File: src/rtl/fmap_pkg.sv
// Shared definitions for feature-map layer blocks: FP16 constants, stream state codes
// and a width helper.
package fmap_pkg;

    localparam logic [15:0] FP16_ZERO = 16'h0000;
    localparam logic [15:0] FP16_ONE  = 16'h3C00;

    localparam logic ST_IDLE = 1'b0;
    localparam logic ST_SEND = 1'b1;

    typedef enum logic {
        StIdle = ST_IDLE,
        StSend = ST_SEND
    } tx_state_e;

    // Ceiling log2 clamped to 1 so the result is always a legal vector width.
    function automatic int unsigned clog2(input int unsigned value);
        int unsigned w;
        w = 0;
        for (int unsigned i = 0; i < 32; i++) begin
            if ((64'd1 << i) < 64'(value)) begin
                w = i + 1;
            end
        end
        return (w == 0) ? 1 : w;
    endfunction

endpackage

File: src/rtl/fmap_pos_cnt.sv
// Two-level pixel/channel wrap counter: the pixel count runs 0..PIX-1 and each wrap
// advances the channel count 0..K-1.
module fmap_pos_cnt
    import fmap_pkg::*;
#(
    parameter int unsigned PIX = 4,
    parameter int unsigned K   = 2
) (
    input  logic                clk,
    input  logic                reset,
    input  logic                inc,
    input  logic                clr,
    output logic [clog2(K)-1:0] chan,
    output logic                last
);

    localparam int unsigned    PW       = clog2(PIX);
    localparam int unsigned    KW       = clog2(K);
    localparam logic [PW-1:0]  PIX_MAX  = PW'(PIX - 1);
    localparam logic [KW-1:0]  CHAN_MAX = KW'(K - 1);

    logic [PW-1:0] r_pix;
    logic [KW-1:0] r_chan;
    logic          w_pix_wrap;

    assign w_pix_wrap = (r_pix == PIX_MAX);

    always_ff @(posedge clk) begin
        if (reset || clr) begin
            r_pix  <= '0;
            r_chan <= '0;
        end else if (inc) begin
            r_pix <= w_pix_wrap ? '0 : r_pix + 1'b1;
            if (w_pix_wrap) begin
                r_chan <= (r_chan == CHAN_MAX) ? '0 : r_chan + 1'b1;
            end
        end
    end

    assign chan = r_chan;
    assign last = w_pix_wrap && (r_chan == CHAN_MAX);

endmodule

File: src/rtl/fmap_stream_tx.sv
// Feature-map stream transmitter: captures a flat FP16 frame and emits it word 0 first
// over valid/ready. Define FMAP_TX_CHAN_TAG_EN to add the out_chan channel tag.
module fmap_stream_tx
    import fmap_pkg::*;
#(
    parameter int unsigned DATA_WIDTH = 16,
    parameter int unsigned K          = 2,
    parameter int unsigned HO         = 2,
    parameter int unsigned WO         = 2
) (
    input  logic                           clk,
    input  logic                           reset,
    input  logic                           in_valid,
    output logic                           in_ready,
    input  logic [K*HO*WO*DATA_WIDTH-1:0]  in_data,
    output logic                           out_valid,
    input  logic                           out_ready,
    output logic [DATA_WIDTH-1:0]          out_data,
    output logic                           out_last,
`ifdef FMAP_TX_CHAN_TAG_EN
    output logic [clog2(K)-1:0]            out_chan,
`endif
    output logic                           drop_err
);

    localparam int unsigned   N        = K * HO * WO;
    localparam int unsigned   CW       = clog2(N);
    localparam logic [CW-1:0] IDX_LAST = CW'(N - 1);

    tx_state_e               r_state;
    tx_state_e               w_state_next;
    logic [N*DATA_WIDTH-1:0] r_shift;
    logic [CW-1:0]           r_idx;
    logic                    r_drop;
    logic                    w_capture;
    logic                    w_beat;
    logic                    w_idx_last;

    assign w_idx_last = (r_idx == IDX_LAST);

    always_ff @(posedge clk) begin
        if (reset) begin
            r_state <= StIdle;
        end else begin
            r_state <= w_state_next;
        end
    end

    always_comb begin
        w_state_next = r_state;
        in_ready     = 1'b0;
        out_valid    = 1'b0;
        w_capture    = 1'b0;
        w_beat       = 1'b0;
        unique case (r_state)
            StIdle: begin
                in_ready  = 1'b1;
                w_capture = in_valid;
                if (in_valid) begin
                    w_state_next = StSend;
                end
            end
            StSend: begin
                out_valid = 1'b1;
                w_beat    = out_ready;
                if (out_ready && w_idx_last) begin
                    w_state_next = StIdle;
                end
            end
        endcase
    end

    // Shifting in zeros leaves the register cleared once the frame has drained.
    always_ff @(posedge clk) begin
        if (reset) begin
            r_shift <= '0;
            r_idx   <= '0;
            r_drop  <= 1'b0;
        end else begin
            if (w_capture) begin
                r_shift <= in_data;
                r_idx   <= '0;
            end else if (w_beat) begin
                r_shift <= r_shift >> DATA_WIDTH;
                r_idx   <= w_idx_last ? '0 : r_idx + 1'b1;
            end
            if (out_valid && in_valid) begin
                r_drop <= 1'b1;
            end
        end
    end

    assign out_data = r_shift[DATA_WIDTH-1:0];
    assign out_last = out_valid && w_idx_last;
    assign drop_err = r_drop;

`ifdef FMAP_TX_CHAN_TAG_EN
    logic w_pos_last;

    fmap_pos_cnt #(
        .PIX (HO * WO),
        .K   (K)
    ) u_pos_cnt (
        .clk   (clk),
        .reset (reset),
        .inc   (w_beat),
        .clr   (w_capture),
        .chan  (out_chan),
        .last  (w_pos_last)
    );
`endif

endmodule

File: config.mk
export PLATFORM = sky130hd
export DESIGN_NAME = fmap_stream_tx
export DESIGN_NICKNAME = d
export VERILOG_FILES = /design/src/rtl/fmap_pkg.sv /design/src/rtl/fmap_pos_cnt.sv /design/src/rtl/fmap_stream_tx.sv
export SDC_FILE = /design/constraint.sdc
export NUM_CORES = 1
export LEC_CHECK = 0
export ABC_AREA = 1
export BUFFER_PORTS_ARGS = -buffer_cell sky130_fd_sc_hd__buf_2
export CAP_MARGIN = 20
export CORE_AREA = 2 2 121 123
export CTS_BUF_LIST = sky130_fd_sc_hd__clkbuf_2 sky130_fd_sc_hd__clkbuf_4 sky130_fd_sc_hd__clkbuf_8
export DETAILED_ROUTE_END_ITERATION = 10
export DIE_AREA = 0 0 123 125
export GPL_TIMING_DRIVEN = 0
export PLACE_DENSITY_LB_ADDON = 0.3
export REMOVE_ABC_BUFFERS = 1
export SLEW_MARGIN = 40
export SYNTH_ARGS = -nofsm -noshare
export SYNTH_HDL_FRONTEND = slang
export SYNTH_HIERARCHICAL = 1
export SYNTH_SLANG_ARGS = --single-unit
File: constraint.sdc
create_clock -name clk -period 3.45 [get_ports clk]
set_input_delay 0.5175 -clock clk [delete_from_list [all_inputs] [get_ports clk]]
set_output_delay 0.5175 -clock clk [all_outputs]
set_load 0.05 [all_outputs]
==> flow_summary_export.csv <==
group,metric,value,unit
synth,synth.distinct_cells,17,
clock_network,cts_resized,0,
grt,grt_use_total,0.2097,
timing,tightest_slew,0.7649,ns
setup_path,start_kind,"register",
routing,vias_per_cell,4.831,
final_layout,stdcell_area,8018,µm²
synth,syn_area,6877,µm²
final_layout,final_util,0.5645,
timing,slew-limit-headroom,0.4901,
outcome,status,"complete, no violations",
grt,antenna_found_initial,0,
final_layout,drive_gt1_frac,0.1705,
setup_path,cp_max_fo,28,
synth,syn_inst,1069,
timing,rsz0062_at_grt,"no",
power_and_ir_drop,finalPower,3.924,mW
setup_path,cp.required,2.93,ns
timing,skew,0.008299,ns
timing,setup_viol,0,
place,placed_area,7542,µm²
final_layout,instances_no_fill,1345,
floorplanning,rows,44,
routing,wire_per_inst,11.57,µm
floorplanning,die_x,123,µm
power_and_ir_drop,p_leak,4.093,nW
final_layout,diodes,0,
timing,fin_setup_tns,0,ns
synth,seq_area_frac_synth,0.3872,
clock_network,cts_root_buf,"clkbuf_8",
routing,drtIter0Drc,503,
clock_network,cts_made_buffers,17,
run,maxCapViolCount,0,
timing,fin_hold_ws,0.3041,ns
floorplanning,io_pins,152,
floorplanning,initial_utilization,0.4841,
power_and_ir_drop,powerDensity,489.5,nW/µm²
synth,ys_ff_latch,133,
setup_path,critical_path_class,"register to output port",
place,port_buffers,151,
clock_network,cts_tree,"built",
final_layout,n_fill_cell,1461,
clock_network,ctsHoldBuffers,0,
grt,grt_start_max_net_pins,83,
routing,vias,6498,
routing,firstDrtPassIters,4,
floorplanning,die-area,15380,µm²
power_and_ir_drop,ir_drop,0.0002819,V
place,dp_slack,0.9397,ns
clock_network,clk_latency,0.45,ns
place,routabilityCongestion,0.7703,
timing,worst_slack,0.8533,ns
synth,avgSynthCellArea,6.433,µm²
synth,yosysWarningCount,6,
timing,hold_viol_final,0,
clock_network,htree_levels,4,
clock_network,postCtsSetupBuffers,0,
grt,grt.overflow.total,0,
routing,wirelength,15560,µm
timing,clock.fmax,385.1,MHz
floorplanning,fp.coreArea,14200,µm²
timing,period_needed,2.597,ns
setup_path,worstPathArrival,2.08,ns
final_layout,fin_nets,1282,
grt,grt_pass1_vias,5804,
clock_network,clkSinkCount,133,
final_layout,area_growth,16.59,%
timing,min_period_over_period,0.7527,
grt,grt_first_pass_wirelength,26210,µm
clock_network,cts.clk_slew.worst_paths,0.08,ns
place,dp_cells,1313,
floorplanning,die_h,125,µm
routing,ant_nets,0,
setup_path,cp-end-kind,"output port",
min_path,hp-class,"primary input to register",
routing,drcViolationCount,0,
timing,final_max_slew_viol_count,0,
clock_network,clockBufferDepth,2,
place,dpl.hpwl,9194,µm
-- cells in the final DEF, fill, tap and decap left out, types with 2 or more instances in the layout --
cell        synthesis  routed
a21oi_1            42      42
buf_12              0       5
buf_16              0       3
buf_2              41     150
bufinv_16           0       5
clkbuf_8            0      20
clkinvlp_4          0       6
dfxtp_1           133     132
ha_1                2       2
inv_1             206     205
inv_2               2       2
nand2_1           136     136
nand2_8             0       2
nand3_1           261     261
nor2_1             93      93
nor3_1             91      91
-- worst paths after layout --
| kind | start | end | slack [ns] | depth (start not counted) |
|---|---|---|---|---|
| hold reg to reg | drop_err | drop_err | 0.47 | 2 |
| hold / removal | in_data[115] | r_shift[115] | 0.30 | 3 |
| setup reg to reg | r_state | r_shift[95] | 1.02 | 6 |
| setup / recovery | r_state | in_ready | 0.85 | 2 |
-- flip-flops by register name (all words and copies together), names as in the netlist --
register and cells:
drop_err 1, r_idx 3, r_state 1, r_shift 128
-- cells by family (layout without fill, tap and decap cells) --
kind of cell	after synthesis	count (layout)	share of synthesized area
buffers and inverters	307	399	0.1920
adder cells (fa/ha/maj)	2	2	0.003638
AO/OA/AOI/OAI	43	43	0.03129
AND/OR/NAND/NOR	584	584	0.3859
flip-flops	133	133	0.3872
-- routing by layer --
metal,vias up,global-route usage,routed length (µm)
li1,3493,-,-
met1,2815,0.2664,6993
met2,165,0.3477,7306
met3,25,0.04425,986
met4,0,0.07821,272
met5,-,0,0
-- Yosys cell counts --
cell type | n | area, µm²
nand3_1 | 261 | 1306
inv_1 | 206 | 773.2
nand2_1 | 136 | 510.5
dfxtp_1 | 133 | 2663
nor2_1 | 93 | 349.1
nor3_1 | 91 | 455.4
a21oi_1 | 42 | 210.2
buf_2 | 41 | 205.2
buf_4 | 29 | 217.7
clkbuf_1 | 20 | 75.07
buf_1 | 8 | 30.03
ha_1 | 2 | 25.02
inv_2 | 2 | 7.510
nand2_2 | 2 | 12.51
buf_6 | 1 | 11.26
nor2_8 | 1 | 20.02
o21ai_0 | 1 | 5.000
-- worst max-delay path: stages (launching register included) --
cell and delay (ns):
dfxtp_2 0.83, inv_2 0.43, buf_2 0.34
-- power by group --
| part | internal (mW) | switching [mW] | leakage [nW] |
|---|---|---|---|
| Sequential | 1.67 | 0.0718 | 1.10 |
| Clock | 0.916 | 0.621 | 0.219 |
| Combinational | 0.248 | 0.403 | 2.77 |
| Total | 2.83 | 1.10 | 4.09 |
-- final cells by class --
type                       count  area (µm²)  share of cell area
multi-input combinational    629        2922              0.3644
sequential                   133        2664              0.3322
timing repair buffer         159       940.9              0.1174
inverter                     208       785.8             0.09800
clock buffer                  20       275.3             0.03433
tap                          184       230.2             0.02871
clock inverter                12       200.2             0.02497
Power figures use the tool's default switching activity.
